$ cat config.mk
export PLATFORM = sky130hd
export DESIGN_NAME = axi_lite_master_bridge
export DESIGN_NICKNAME = d
export VERILOG_FILES = /design/src/rtl/axi_lite_master_bridge.sv
export SDC_FILE = /design/constraint.sdc
export NUM_CORES = 1
export LEC_CHECK = 0
export BUFFER_PORTS_ARGS = -buffer_cell sky130_fd_sc_hd__buf_2
export CAP_MARGIN = 20
export CORE_MARGIN = 3
export CORE_UTILIZATION = 46
export CTS_CLUSTER_SIZE = 20
export DETAILED_ROUTE_END_ITERATION = 12
export MAX_ROUTING_LAYER = met4
export PLACE_DENSITY = 0.79
export SETUP_SLACK_MARGIN = 0.2
export SYNTH_ARGS = -nofsm -noshare
export SYNTH_HDL_FRONTEND = slang
export SYNTH_SLANG_ARGS = --single-unit
$ cat constraint.sdc
create_clock -name ACLK -period 1.9 [get_ports ACLK]
set_input_delay 0.38 -clock ACLK [delete_from_list [all_inputs] [get_ports ACLK]]
set_output_delay 0.38 -clock ACLK [all_outputs]
set_load 0.03 [all_outputs]
$ cat src/rtl/axi_lite_master_bridge.sv
// Single-outstanding AXI-Lite master: turns a valid/ready command stream into AXI-Lite
// read/write transactions and returns a response. Optional: AXI_LM_ALIGN_CHECK_EN.
module axi_lite_master_bridge #(
    parameter int ADDR_WIDTH = 32,
    parameter int DATA_WIDTH = 32
) (
    input  logic                  ACLK,
    input  logic                  ARESETn,
    input  logic                  cmd_valid,
    output logic                  cmd_ready,
    input  logic                  cmd_write,
    input  logic [ADDR_WIDTH-1:0] cmd_addr,
    input  logic [DATA_WIDTH-1:0] cmd_wdata,
    output logic                  rsp_valid,
    input  logic                  rsp_ready,
    output logic                  rsp_write,
    output logic [DATA_WIDTH-1:0] rsp_rdata,
    output logic [1:0]            rsp_resp,
    output logic [ADDR_WIDTH-1:0] AWADDR,
    output logic                  AWVALID,
    input  logic                  AWREADY,
    output logic [DATA_WIDTH-1:0] WDATA,
    output logic                  WVALID,
    input  logic                  WREADY,
    input  logic [1:0]            BRESP,
    input  logic                  BVALID,
    output logic                  BREADY,
    output logic [ADDR_WIDTH-1:0] ARADDR,
    output logic                  ARVALID,
    input  logic                  ARREADY,
    input  logic [DATA_WIDTH-1:0] RDATA,
    input  logic [1:0]            RRESP,
    input  logic                  RVALID,
    output logic                  RREADY
);

    typedef enum logic [2:0] {
        IDLE    = 3'd0,
        WR_REQ  = 3'd1,
        WR_RESP = 3'd2,
        RD_REQ  = 3'd3,
        RD_DATA = 3'd4,
        RSP     = 3'd5
    } state_e;

    state_e                state_q, state_d;
    logic                  cmd_ready_q, cmd_ready_d;
    logic [ADDR_WIDTH-1:0] awaddr_q, awaddr_d;
    logic                  awvalid_q, awvalid_d;
    logic [DATA_WIDTH-1:0] wdata_q, wdata_d;
    logic                  wvalid_q, wvalid_d;
    logic                  bready_q, bready_d;
    logic [ADDR_WIDTH-1:0] araddr_q, araddr_d;
    logic                  arvalid_q, arvalid_d;
    logic                  rready_q, rready_d;
    logic                  rsp_valid_q, rsp_valid_d;
    logic                  rsp_write_q, rsp_write_d;
    logic [DATA_WIDTH-1:0] rsp_rdata_q, rsp_rdata_d;
    logic [1:0]            rsp_resp_q, rsp_resp_d;

    logic cmd_fire, aw_left, w_left, b_fire, ar_fire, r_fire, rsp_fire, misalign;

    assign cmd_fire = cmd_valid && cmd_ready_q;
    // A write channel stays pending until its own handshake; each drops independently.
    assign aw_left  = awvalid_q && !AWREADY;
    assign w_left   = wvalid_q && !WREADY;
    assign b_fire   = BVALID && bready_q;
    assign ar_fire  = ARREADY && arvalid_q;
    assign r_fire   = RVALID && rready_q;
    assign rsp_fire = rsp_ready && rsp_valid_q;

`ifdef AXI_LM_ALIGN_CHECK_EN
    localparam int OFFS = $clog2(DATA_WIDTH / 8);
    assign misalign = |cmd_addr[OFFS-1:0];
`else
    assign misalign = 1'b0;
`endif

    always_ff @(posedge ACLK) begin
        if (!ARESETn) begin
            state_q     <= IDLE;
            cmd_ready_q <= 1'b0;
            awaddr_q    <= '0;
            awvalid_q   <= 1'b0;
            wdata_q     <= '0;
            wvalid_q    <= 1'b0;
            bready_q    <= 1'b0;
            araddr_q    <= '0;
            arvalid_q   <= 1'b0;
            rready_q    <= 1'b0;
            rsp_valid_q <= 1'b0;
            rsp_write_q <= 1'b0;
            rsp_rdata_q <= '0;
            rsp_resp_q  <= 2'b00;
        end else begin
            state_q     <= state_d;
            cmd_ready_q <= cmd_ready_d;
            awaddr_q    <= awaddr_d;
            awvalid_q   <= awvalid_d;
            wdata_q     <= wdata_d;
            wvalid_q    <= wvalid_d;
            bready_q    <= bready_d;
            araddr_q    <= araddr_d;
            arvalid_q   <= arvalid_d;
            rready_q    <= rready_d;
            rsp_valid_q <= rsp_valid_d;
            rsp_write_q <= rsp_write_d;
            rsp_rdata_q <= rsp_rdata_d;
            rsp_resp_q  <= rsp_resp_d;
        end
    end

    always_comb begin
        state_d = state_q;
        unique case (state_q)
            IDLE: begin
                if (cmd_fire) begin
                    if (misalign)       state_d = RSP;
                    else if (cmd_write) state_d = WR_REQ;
                    else                state_d = RD_REQ;
                end
            end
            WR_REQ:  if (!aw_left && !w_left) state_d = WR_RESP;
            WR_RESP: if (b_fire)              state_d = RSP;
            RD_REQ:  if (ar_fire)             state_d = RD_DATA;
            RD_DATA: if (r_fire)              state_d = RSP;
            RSP:     if (rsp_fire)            state_d = IDLE;
            default:                          state_d = IDLE;
        endcase
    end

    // Output registers are loaded from the next state so every output is a flop.
    always_comb begin
        cmd_ready_d = (state_d == IDLE);
        bready_d    = (state_d == WR_RESP);
        arvalid_d   = (state_d == RD_REQ);
        rready_d    = (state_d == RD_DATA);
        rsp_valid_d = (state_d == RSP);
        awvalid_d   = 1'b0;
        wvalid_d    = 1'b0;
        awaddr_d    = awaddr_q;
        wdata_d     = wdata_q;
        araddr_d    = araddr_q;
        rsp_write_d = rsp_write_q;
        rsp_rdata_d = rsp_rdata_q;
        rsp_resp_d  = rsp_resp_q;
        unique case (state_q)
            IDLE: begin
                if (cmd_fire) begin
                    rsp_write_d = cmd_write;
                    if (misalign) begin
                        rsp_resp_d  = 2'b10;
                        rsp_rdata_d = '0;
                    end else if (cmd_write) begin
                        awaddr_d  = cmd_addr;
                        wdata_d   = cmd_wdata;
                        awvalid_d = 1'b1;
                        wvalid_d  = 1'b1;
                    end else begin
                        araddr_d = cmd_addr;
                    end
                end
            end
            WR_REQ: begin
                awvalid_d = aw_left;
                wvalid_d  = w_left;
            end
            WR_RESP: begin
                if (b_fire) begin
                    rsp_resp_d  = BRESP;
                    rsp_rdata_d = '0;
                end
            end
            RD_DATA: begin
                if (r_fire) begin
                    rsp_resp_d  = RRESP;
                    rsp_rdata_d = RDATA;
                end
            end
            default: ;
        endcase
    end

    assign cmd_ready = cmd_ready_q;
    assign AWADDR    = awaddr_q;
    assign AWVALID   = awvalid_q;
    assign WDATA     = wdata_q;
    assign WVALID    = wvalid_q;
    assign BREADY    = bready_q;
    assign ARADDR    = araddr_q;
    assign ARVALID   = arvalid_q;
    assign RREADY    = rready_q;
    assign rsp_valid = rsp_valid_q;
    assign rsp_write = rsp_write_q;
    assign rsp_rdata = rsp_rdata_q;
    assign rsp_resp  = rsp_resp_q;

endmodule

; After elaboration in Yosys (flattened, before gate mapping)
; Index checks and enable logic that the tools add are counted.
[word_totals]
elab_cells = 63
ff_bits = 141
output_inout_bits = 138
inputBits = 110
[op_classes]
muxes = 18
bitwise_logic = 1
reduce_logical = 19
n_eq_ne = 11
[ops]
columns = cell, count
row1 = $mux W32, 2
row2 = $pmux W32 S2, 1
row3 = $mux W3, 6
row4 = $pmux W3 S6, 1
row5 = $eq A3 B2 Y1 const B, 4
row6 = $eq A3 B3 Y1 const B, 4
row7 = $reduce_and A3 Y1, 3
row8 = $logic_and A1 B1 Y1, 8
row9 = $logic_not A3 Y1, 2
row10 = $mux W2, 3
row11 = $logic_not A1 Y1, 4
row12 = $ne A2 B2 Y1 const B, 2
row13 = $pmux W1 S2, 2
row14 = $pmux W2 S2, 1
row15 = $eq A3 B1 Y1 const B, 1
row16 = $mux W1, 2
row17 = $reduce_and A2 Y1, 1
row18 = $reduce_bool A2 Y1, 1
row19 = $not A1 Y1, 1

; Depth between registers and ports, before layout
; Gate-level depths: netlist of run 1.
[logic_depth]
depth_word = 7
mapped_depth = 7
depth_no_buf = 4

; Worst setup path before layout of run 1
; Ideal clock, no wire load.
[synth_timing]
kind = register to register
startpoint = register cmd_ready_q (netlist: cmd_ready)
endpoint = register cmd_ready_q (netlist: cmd_ready)
setup_time_ns = 0.088
setup_slack_ns = 0.243
t_arrival_ns = 1.569
path_stages_with_launch = 6
path_buffers = 1
cell_sequence = dfxtp_1 -> and3b_4 -> and3b_1 -> buf_2 -> or4_4 -> nor4b_2
[synth_between]
elab_chain_cells = 4
[synth_rtl]
columns = element, line_no
row1 = from (decl), 47  ; logic cmd_ready_q, cmd_ready_d;
row2 = from (signal assigned), 97  ; cmd_ready_q <= cmd_ready_d;
row3 = $logic_and A1 B1 Y1, 63  ; assign cmd_fire = cmd_valid && cmd_ready_q;
row4 = $mux W3, 117  ; if (cmd_fire) begin
row5 = $pmux W3 S6, 115  ; unique case (state_q)
row6 = $logic_not A3 Y1, 134  ; cmd_ready_d = (state_d == IDLE);
; Every way passes these cells.
; A chain may end at the register's enable or synchronous reset.

; Final worst setup path of run 1
[layout_timing]
startpoint = register state_q[0]
endpoint = register cmd_ready_q (netlist: cmd_ready)
[layout_between]
elab_chain_cells = 3
[layout_rtl]
columns = element, line_no
row1 = from (decl), 46  ; state_e state_q, state_d;
row2 = from (signal assigned), 96  ; state_q <= state_d;
row3 = $eq A3 B3 Y1 (tied with other cells), 115
row4 = $pmux W3 S6 *, 115
row5 = $logic_not A3 Y1 *, 134
; Mark *: on every way between the ends. The rest lies on a longest branch, timed or not.

==> summary.md, run 1 <==
| Metric | Value |
|---|---|
| Clock Path Buffers | `2` |
| Mapped Cells | `about 630` |
| Period utilization | `0.855` |
| GP Congestion | `0.804` |
| WP data arrival | `1.94 ns` |
| Clock Latency Late Sink | `0.41 ns` |
| DRC Markers | `0` |
| Cts hold-fix bufs | `0` |
| Setup TNS | `0 ns` |
| Worst-Margin Slew | `a little over 0.4 ns` |
| Crit end category | `flip-flop` |
| Clock transition at the registers of the reported paths | `roughly 0.060 ns` |
| Worst slew margin | `0.727` |
| Commonest non-fill, non-tap cell in the layout | `buf_2` |
| Sequential area share after synthesis | `0.539` |
| Synth cell types | `30` |
| Vias/cell | `about 4.9` |
| Status | `finished clean` |
| CP Launch Type | `flip-flop` |
| CP Max Fanout | `6` |
| Area delta synth->final | `38.6%` |
| Final setup vio count | `0` |
| Via count | `4936` |
| Filler instances | `about 950` |
| Final min period | `1.62 ns` |
| First-pass GRT wire length | `between 20000 and 25000 um` |
| Leak | `around 3.3 nW` |
| Reg2reg end | `cmd_ready` |
| RSZ-0062 raised after global routing | `true` |
| Routed wire length per instance | `14.2 um` |
| R2R depth | `4` |
| Synthesized Nets | `735` |
| Syn. warnings | `0` |
| Placed wire-length estimate | `between 9000 and 10000 um` |
| Root Driver | `clkbuf_16` |
| Vias in the first global route | `roughly 4800` |
| FF/Latch Area | `roughly 0.0028 mm2` |
| CP endpoint | `cmd_ready` |
| Share of layout cells above drive strength 1 | `0.348` |
| Commonest non-fill, non-tap cells in the layout | `buf_2, nand2_1, dfxtp_1, a21oi_1, nor2_1` |
| Core footprint | `0.0110 mm2` |
| Die H | `between 100 and 150 um` |
| Post-place setup slack | `about 0.24 ns` |
| CTS Sinks | `roughly 140` |
| Net count, final | `968` |
| Final Max Tran Viols | `0` |
| Max Cap Violations | `0` |
| Power Density | `between 1000 and 1500 mW/mm2` |
| Worst vdd ir | `about 500 uV` |
| Final WL | `14400 um` |
| Initial DRT Pass Iterations | `5` |
| Starting Density | `0.477` |
| Postcts setup bufs | `0` |
| Achievable clock frequency | `0.616 GHz` |
| Number of port buffers | `around 250` |
| Worst Skew | `roughly 0.013 ns` |
| Die footprint | `about 0.013 mm2` |
| FP Rows | `38` |
| IO Count | `between 200 and 250` |
| Die Width | `113 um` |
| Mean area per synthesized cell | `approximately 8.4 um2` |
| CTS tree | `built` |
| H-tree depth | `4` |
| Antenna violations before repair | `0` |
| Final hold violations | `0` |
| Crit path from | `state_q[0]` |
| Worst min-delay path category | `in2reg` |
| Gates resized, CTS repair | `0` |
| Crit Reg-Reg Startpoint | `state_q[0]` |
| All-Layer GR Usage | `0.232` |
| ANT nets after route | `0` |
| Required time worst endpoint | `roughly 2.2 ns` |
| Gr ovfl total | `0` |
| Reg2reg setup slack | `~0.28 ns` |
| Largest net degree at the start of global routing | `a little over 90` |
| Crit path kind | `reg2reg` |
| Synth Register Bits | `approximately 140` |
| Multi-input gate area | `0.00221 mm2` |
| Inserted Clock Buffers | `17` |
| Setup WS post-layout | `0.276 ns` |
| # diodes | `0` |
| Initial DRC Count | `around 400` |
| Post-synthesis cell area | `between 0.005 and 0.006 mm2` |
worst min-delay path by stage:
stage                   from    endpoint  slack (ns)  cells past startpoint
6_report       cmd_wdata[26]   WDATA[26]        0.21                      3
5_1_grt        cmd_wdata[29]   WDATA[29]        0.19                      3
2_1_floorplan        ARESETn  state_q[0]        0.50                      1
3_3_place_gp       WDATA[12]   WDATA[12]        0.44                      2
3_5_place_dp      ARADDR[11]  ARADDR[11]        0.44                      2
4_1_cts         cmd_wdata[6]    WDATA[6]        0.18                      3
flip-flops by register name, indices dropped and copies added, names as in the netlist:
register   cells
ARADDR        32
ARVALID        1
AWADDR        32
AWVALID        1
BREADY         1
RREADY         1
WDATA         32
WVALID         1
cmd_ready      1
rsp_rdata     32
rsp_resp       2
rsp_valid      1
rsp_write      1
state_q        3
cell type report:
type                       instances  area share
tap                              140      0.0241
sequential                       141       0.389
timing repair buffer             259       0.197
inverter                           3     0.00190
clock buffer                      20      0.0643
clock inverter                    12      0.0186
multi-input combinational        436       0.305
cell usage after synthesis:
cell | number | share of area
inv_1 | 2 | 0.0014
nor2b_1 | 3 | 0.0036
mux2i_1 | 34 | 0.065
buf_4 | 4 | 0.0057
a21oi_1 | 101 | 0.096
a211oi_1 | 3 | 0.0043
buf_6 | 1 | 0.0021
nor3b_1 | 3 | 0.0043
nand4b_1 | 4 | 0.0067
and3_1 | 3 | 0.0036
and3b_1 | 1 | 0.0017
buf_2 | 13 | 0.012
nand2b_1 | 1 | 0.0012
nand2_1 | 198 | 0.14
inv_2 | 1 | 0.00072
nor4b_2 | 1 | 0.0029
a32oi_1 | 1 | 0.0017
o21ai_0 | 2 | 0.0019
nand3b_1 | 2 | 0.0029
clkbuf_1 | 27 | 0.019
nor2b_4 | 1 | 0.0026
nand3_1 | 2 | 0.0019
and3b_4 | 1 | 0.0024
nor3b_2 | 1 | 0.0024
a311oi_1 | 1 | 0.0017
nor2_2 | 1 | 0.0012
and2_1 | 34 | 0.041
or4_4 | 1 | 0.0021
dfxtp_1 | 141 | 0.54
nor2_1 | 37 | 0.027
where the power goes:
group          total (W)  internal, W  switching (W)
clock network    0.00332      0.00204        0.00127
logic            0.00111     0.000389       0.000722
registers        0.00319      0.00311      0.0000835
per-stage QoR:
stage | hold WS, ns | util | std cells | power [W] | area, um2
after global routing | 0.194 | 0.661 | 1011 | 0.00791 | 7260
after global placement | 0.439 | 0.606 | 979 | 0.00435 | 6650
final | 0.205 | 0.661 | 1011 | 0.00762 | 7260
after CTS | 0.183 | 0.661 | 1011 | 0.00769 | 7250
after detailed placement | 0.443 | 0.606 | 979 | 0.00437 | 6650
after floorplan | 0.502 | - | 625 | 0.00394 | 5240
kinds of logic after synthesis:
logic type | count (synthesis) | share of synthesized area
flops | 141 | 0.539
simple gates | 294 | 0.248
buf+inv | 48 | 0.0418
compound gates | 108 | 0.106
mux | 34 | 0.0650
per-layer routing:
metal  part of all wire  vias up  GRT usage
met4              0.020        0      0.103
met1               0.42     2205      0.275
met5                  0        -          -
met3              0.080       24     0.0594
met2               0.48      208      0.373
li1                   -     2499          -
worst max-delay path: stages (launching register included):
cell,delay [ns]
dfxtp_1,0.39
and3b_4,0.25
and3b_1,0.20
or4_4,0.44
nor4b_2,0.25
Note: power is estimated with default switching activity, not from simulation.
==> run 2, diff against run 1 <==
--- a/config.mk
+++ b/config.mk
@@ -5,6 +5,7 @@
 export SDC_FILE = /design/constraint.sdc
 export NUM_CORES = 1
 export LEC_CHECK = 0
+export ABC_AREA = 1
 export BUFFER_PORTS_ARGS = -buffer_cell sky130_fd_sc_hd__buf_2
 export CAP_MARGIN = 20
 export CORE_MARGIN = 3
@@ -12,7 +13,7 @@
 export CTS_CLUSTER_SIZE = 20
 export DETAILED_ROUTE_END_ITERATION = 12
 export MAX_ROUTING_LAYER = met4
-export PLACE_DENSITY = 0.79
+export PLACE_DENSITY = 0.8
 export SETUP_SLACK_MARGIN = 0.2
 export SYNTH_ARGS = -nofsm -noshare
 export SYNTH_HDL_FRONTEND = slang
==> run 2 against run 1 <==
Effect of this change: first-iteration DRC count decreased by 35%; combinational power grew 24%; synthesized cell count rose by 6.1%; critical endpoint is now rsp_rdata[15]; clock skew is essentially flat; area after synthesis shrank 1.8%.
==> summary.md, run 2 <==
| Metric | Value |
|---|---|
| Status | `finished clean` |
| Vias in the first global route | `4878 (+2.2%)` |
| Inserted Clock Buffers | `17 (unchanged)` |
| Setup TNS | `0 ns (unchanged)` |
| Final hold violations | `0 (unchanged)` |
| Achievable clock frequency | `0.637 GHz (+3.4%)` |
| Area contributors post-synth | `dfxtp_1, nor2_1, o21ai_0` |
| Leak | `3.80 nW (+17%)` |
| Initial DRT Pass Iterations | `4 (-1)` |
| Total power | `0.00841 W (+10%)` |
| Mapped Cells | `663 (+6.1%)` |
| Top FF cell, synth | `dfxtp_1` |
| Largest family of logic cells by synthesized area | `simple AND/OR/NAND/NOR gates` |
| Xor-xnor portion of the synthesized cell area | `0 (unchanged)` |
| Mean area per synthesized cell | `7.76 um2 (-7.4%)` |
| FP Rows | `37 (-2.6%)` |
| NetSw | `0.00230 W (+10%)` |
| IO Count | `248 (unchanged)` |
| ANT nets after route | `0 (unchanged)` |
| Reg2reg setup slack | `0.33 ns (+0.05 ns)` |
| CP Max Fanout | `26 (+20)` |
| Synth Area in Adders | `0 (unchanged)` |
| Initial DRC Count | `260 (-35%)` |
| Synth top area share | `0.549 (+0.00983)` |
| All-Layer GR Usage | `0.235 (+0.00299)` |
| Period utilization | `0.826 (-0.0285)` |
| Area delta synth->final | `37.9%` |
| Worst hold path depth | `3 (unchanged)` |
| Antenna violations before repair | `0 (unchanged)` |
| Hold EP | `WDATA[26]` |
| Int Pwr | `0.00611 W (+10%)` |
| Clock Power Share | `0.441 (+0.006)` |
| Syn. warnings | `0 (unchanged)` |
| CTS Sinks | `141 (unchanged)` |
| Post-Synth Simple-Gate Area | `0.223 (-0.0251)` |
| Synth cell types | `21 (-30%)` |
| Hold Crit Start | `cmd_wdata[26]` |
| Postcts setup bufs | `0 (unchanged)` |
| CP Launch Type | `flip-flop` |
| Final min period | `1.57 ns (-0.0542 ns)` |
| Met2 Use GR | `0.370 (-0.00312)` |
| Net count, final | `1009 (+4.2%)` |
| Vias/cell | `4.98 (+2.0%)` |
| Cell taking the most area after synthesis | `dfxtp_1` |
| DRC Markers | `0 (unchanged)` |
| Post-synthesis cell area | `0.00514 mm2 (-1.8%)` |
| Register share of total power | `0.395 (-0.024)` |
| Mux cell area share after synthesis | `0 (-0.0650)` |
| RSZ-0062 raised after global routing | `false` |
| Routed wire length per instance | `14.1 um (-0.60%)` |
| Placed wire-length estimate | `10300 um (+4.9%)` |
| Commonest non-fill, non-tap cells in the layout | `buf_2, nor2_1, dfxtp_1, o21ai_0, a21oi_1` |
| Sequential area share after synthesis | `0.549 (+0.00983)` |
| Crit Reg-Reg Startpoint | `state_q[1]` |
| Worst-Margin Slew | `0.582 ns (+0.172 ns)` |
| Root Driver | `clkbuf_8` |
| Starting Density | `0.485 (+0.00832)` |
| Crit path kind | `reg2reg` |
| Switching share of power | `0.273 (+0.000291)` |
| First-pass GRT wire length | `23500 um (+2.6%)` |
| Share of layout cells above drive strength 1 | `0.332 (-0.0156)` |
| Die H | `112 um (-0.85%)` |
| Synth cell count leaders | `nor2_1, dfxtp_1, o21ai_0` |
| Clock Latency Late Sink | `0.50 ns (+0.09 ns)` |
| Synth Register Bits | `141 (unchanged)` |
| Clock Path Buffers | `2 (unchanged)` |
| Filler instances | `898 (-5.3%)` |
| Power Density | `1180 mW/mm2 (+13%)` |
| R2R depth | `6 (+2)` |
| Worst Skew | `0.0131 ns (-0.0000214 ns)` |
| Die footprint | `0.0125 mm2 (-1.7%)` |
| Commonest non-fill, non-tap cell in the layout | `buf_2` |
| Worst slew margin | `0.612 (-0.115)` |
| Final Max Tran Viols | `0 (unchanged)` |
| Reg2reg end | `rsp_rdata[15]` |
| Number of port buffers | `247 (unchanged)` |
| Worst min-delay path category | `in2reg` |
| H-tree depth | `4 (unchanged)` |
| Via count | `5218 (+5.7%)` |
| Met1 track demand over resource | `0.292 (+0.0168)` |
| # diodes | `0 (unchanged)` |
| Worst vdd ir | `893 uV (+79%)` |
| Required time worst endpoint | `2.29 ns (+0.08 ns)` |
| CTS tree | `built` |
| WP data arrival | `1.96 ns (+0.02 ns)` |
| Most common cell in the netlist | `nor2_1` |
| Compound-Gate Fraction of Synth Area | `0.164 (+0.0579)` |
| Asr flop ratio synth | `0 (unchanged)` |
| Die Width | `112 um (-0.85%)` |
| Post-synth EDFFs | `0 (unchanged)` |
| GRT Max-Usage Layer | `met2` |
| Synthesized Nets | `773 (+5.2%)` |
| GP Congestion | `0.894 (+11%)` |
| GR Util met3 | `0.0652 (+0.00586)` |
| Max Cap Violations | `0 (unchanged)` |
| Crit end category | `flip-flop` |
| Gr ovfl total | `0 (unchanged)` |
| Core footprint | `0.0106 mm2 (-3.5%)` |
| Final WL | `14800 um (+3.0%)` |
| Clock transition at the registers of the reported paths | `0.06 ns (about the same)` |
| Comb power frac | `0.164 (+0.018)` |
| Largest net degree at the start of global routing | `68 (-26%)` |
| Final setup vio count | `0 (unchanged)` |
## run 2: changes by cell type in the layout (fill, tap and decap cells not counted), sizes merged, moves of 9 or more
cell,previous run,this run
a21oi,101,37
and2,34,0
inv,5,16
mux2i,34,0
nand2,198,32
nand3,2,11
nor2,38,249
o21ai,2,130
## run 2: cells by family after synthesis
logic type,after synthesis
flops,141
compound gates,168
simple gates,293
buf+inv,61
## run 2: per-layer routing
layer / wire [um] / part of all wire
met5: 0 / 0
met4: 259 / 0.017
met3: 1120 / 0.075
met2: 7220 / 0.49
met1: 6230 / 0.42
## run 2: stage by stage
step / hold slack (ns) / worst slack [ns] / utilization / cells / instance area, um2
floorplan: 0.515 / 0.488 / - / 663 / 5140
global placement: 0.481 / 0.367 / 0.605 / 1016 / 6420
detailed placement: 0.474 / 0.219 / 0.605 / 1016 / 6420
CTS: 0.0682 / 0.268 / 0.669 / 1048 / 7090
global route: 0.0810 / 0.196 / 0.669 / 1048 / 7090
finish: 0.0954 / 0.330 / 0.669 / 1048 / 7090
## run 2: critical path, cell delays in order (launching register included)
cell        delay, ns
dfxtp_1          0.45
nor2_4           0.09
nand2_1          0.19
clkinvlp_4       0.21
buf_4            0.27
a21oi_1          0.19
nor2_1           0.06
## run 2: worst max-delay path by stage
stage                    start       endpoint  slack (ns)  cells past startpoint
floorplan            cmd_ready     AWADDR[18]        0.49                      9
global placement    state_q[0]  rsp_rdata[29]        0.37                      6
detailed placement   cmd_valid     AWADDR[16]        0.22                      9
CTS                 state_q[2]     AWADDR[16]        0.27                      7
global route        state_q[1]  rsp_rdata[13]        0.20                      6
finish              state_q[1]  rsp_rdata[15]        0.33                      6
## run 2: cell type report
type	count	area, um2	share of cell area
Timing Repair Buffer	260	1360	0.192
Clock buffer	22	463	0.0653
Inverter	18	73.8	0.0104
Clock inverter	10	209	0.0295
Sequential cell	141	2820	0.398
Tap cell	136	170	0.0240
Multi-Input combinational cell	461	2000	0.281
## run 2: power groups by stage
stage | logic (W) | registers [W] | clock network (W)
3_3_place_gp | 0.00137 | 0.00337 | 0
5_1_grt | 0.00150 | 0.00335 | 0.00391
6_report | 0.00138 | 0.00332 | 0.00370
3_5_place_dp | 0.00139 | 0.00337 | 0
2_1_floorplan | 0.000460 | 0.00383 | 0
4_1_cts | 0.00139 | 0.00332 | 0.00377
## run 2: timing repair
| action | CTS | global route |
|---|---|---|
| endpoints found under the setup margin | 0 | 15 |
| gates resized for setup | 0 | 3 |
| hold buffers | 0 | 0 |
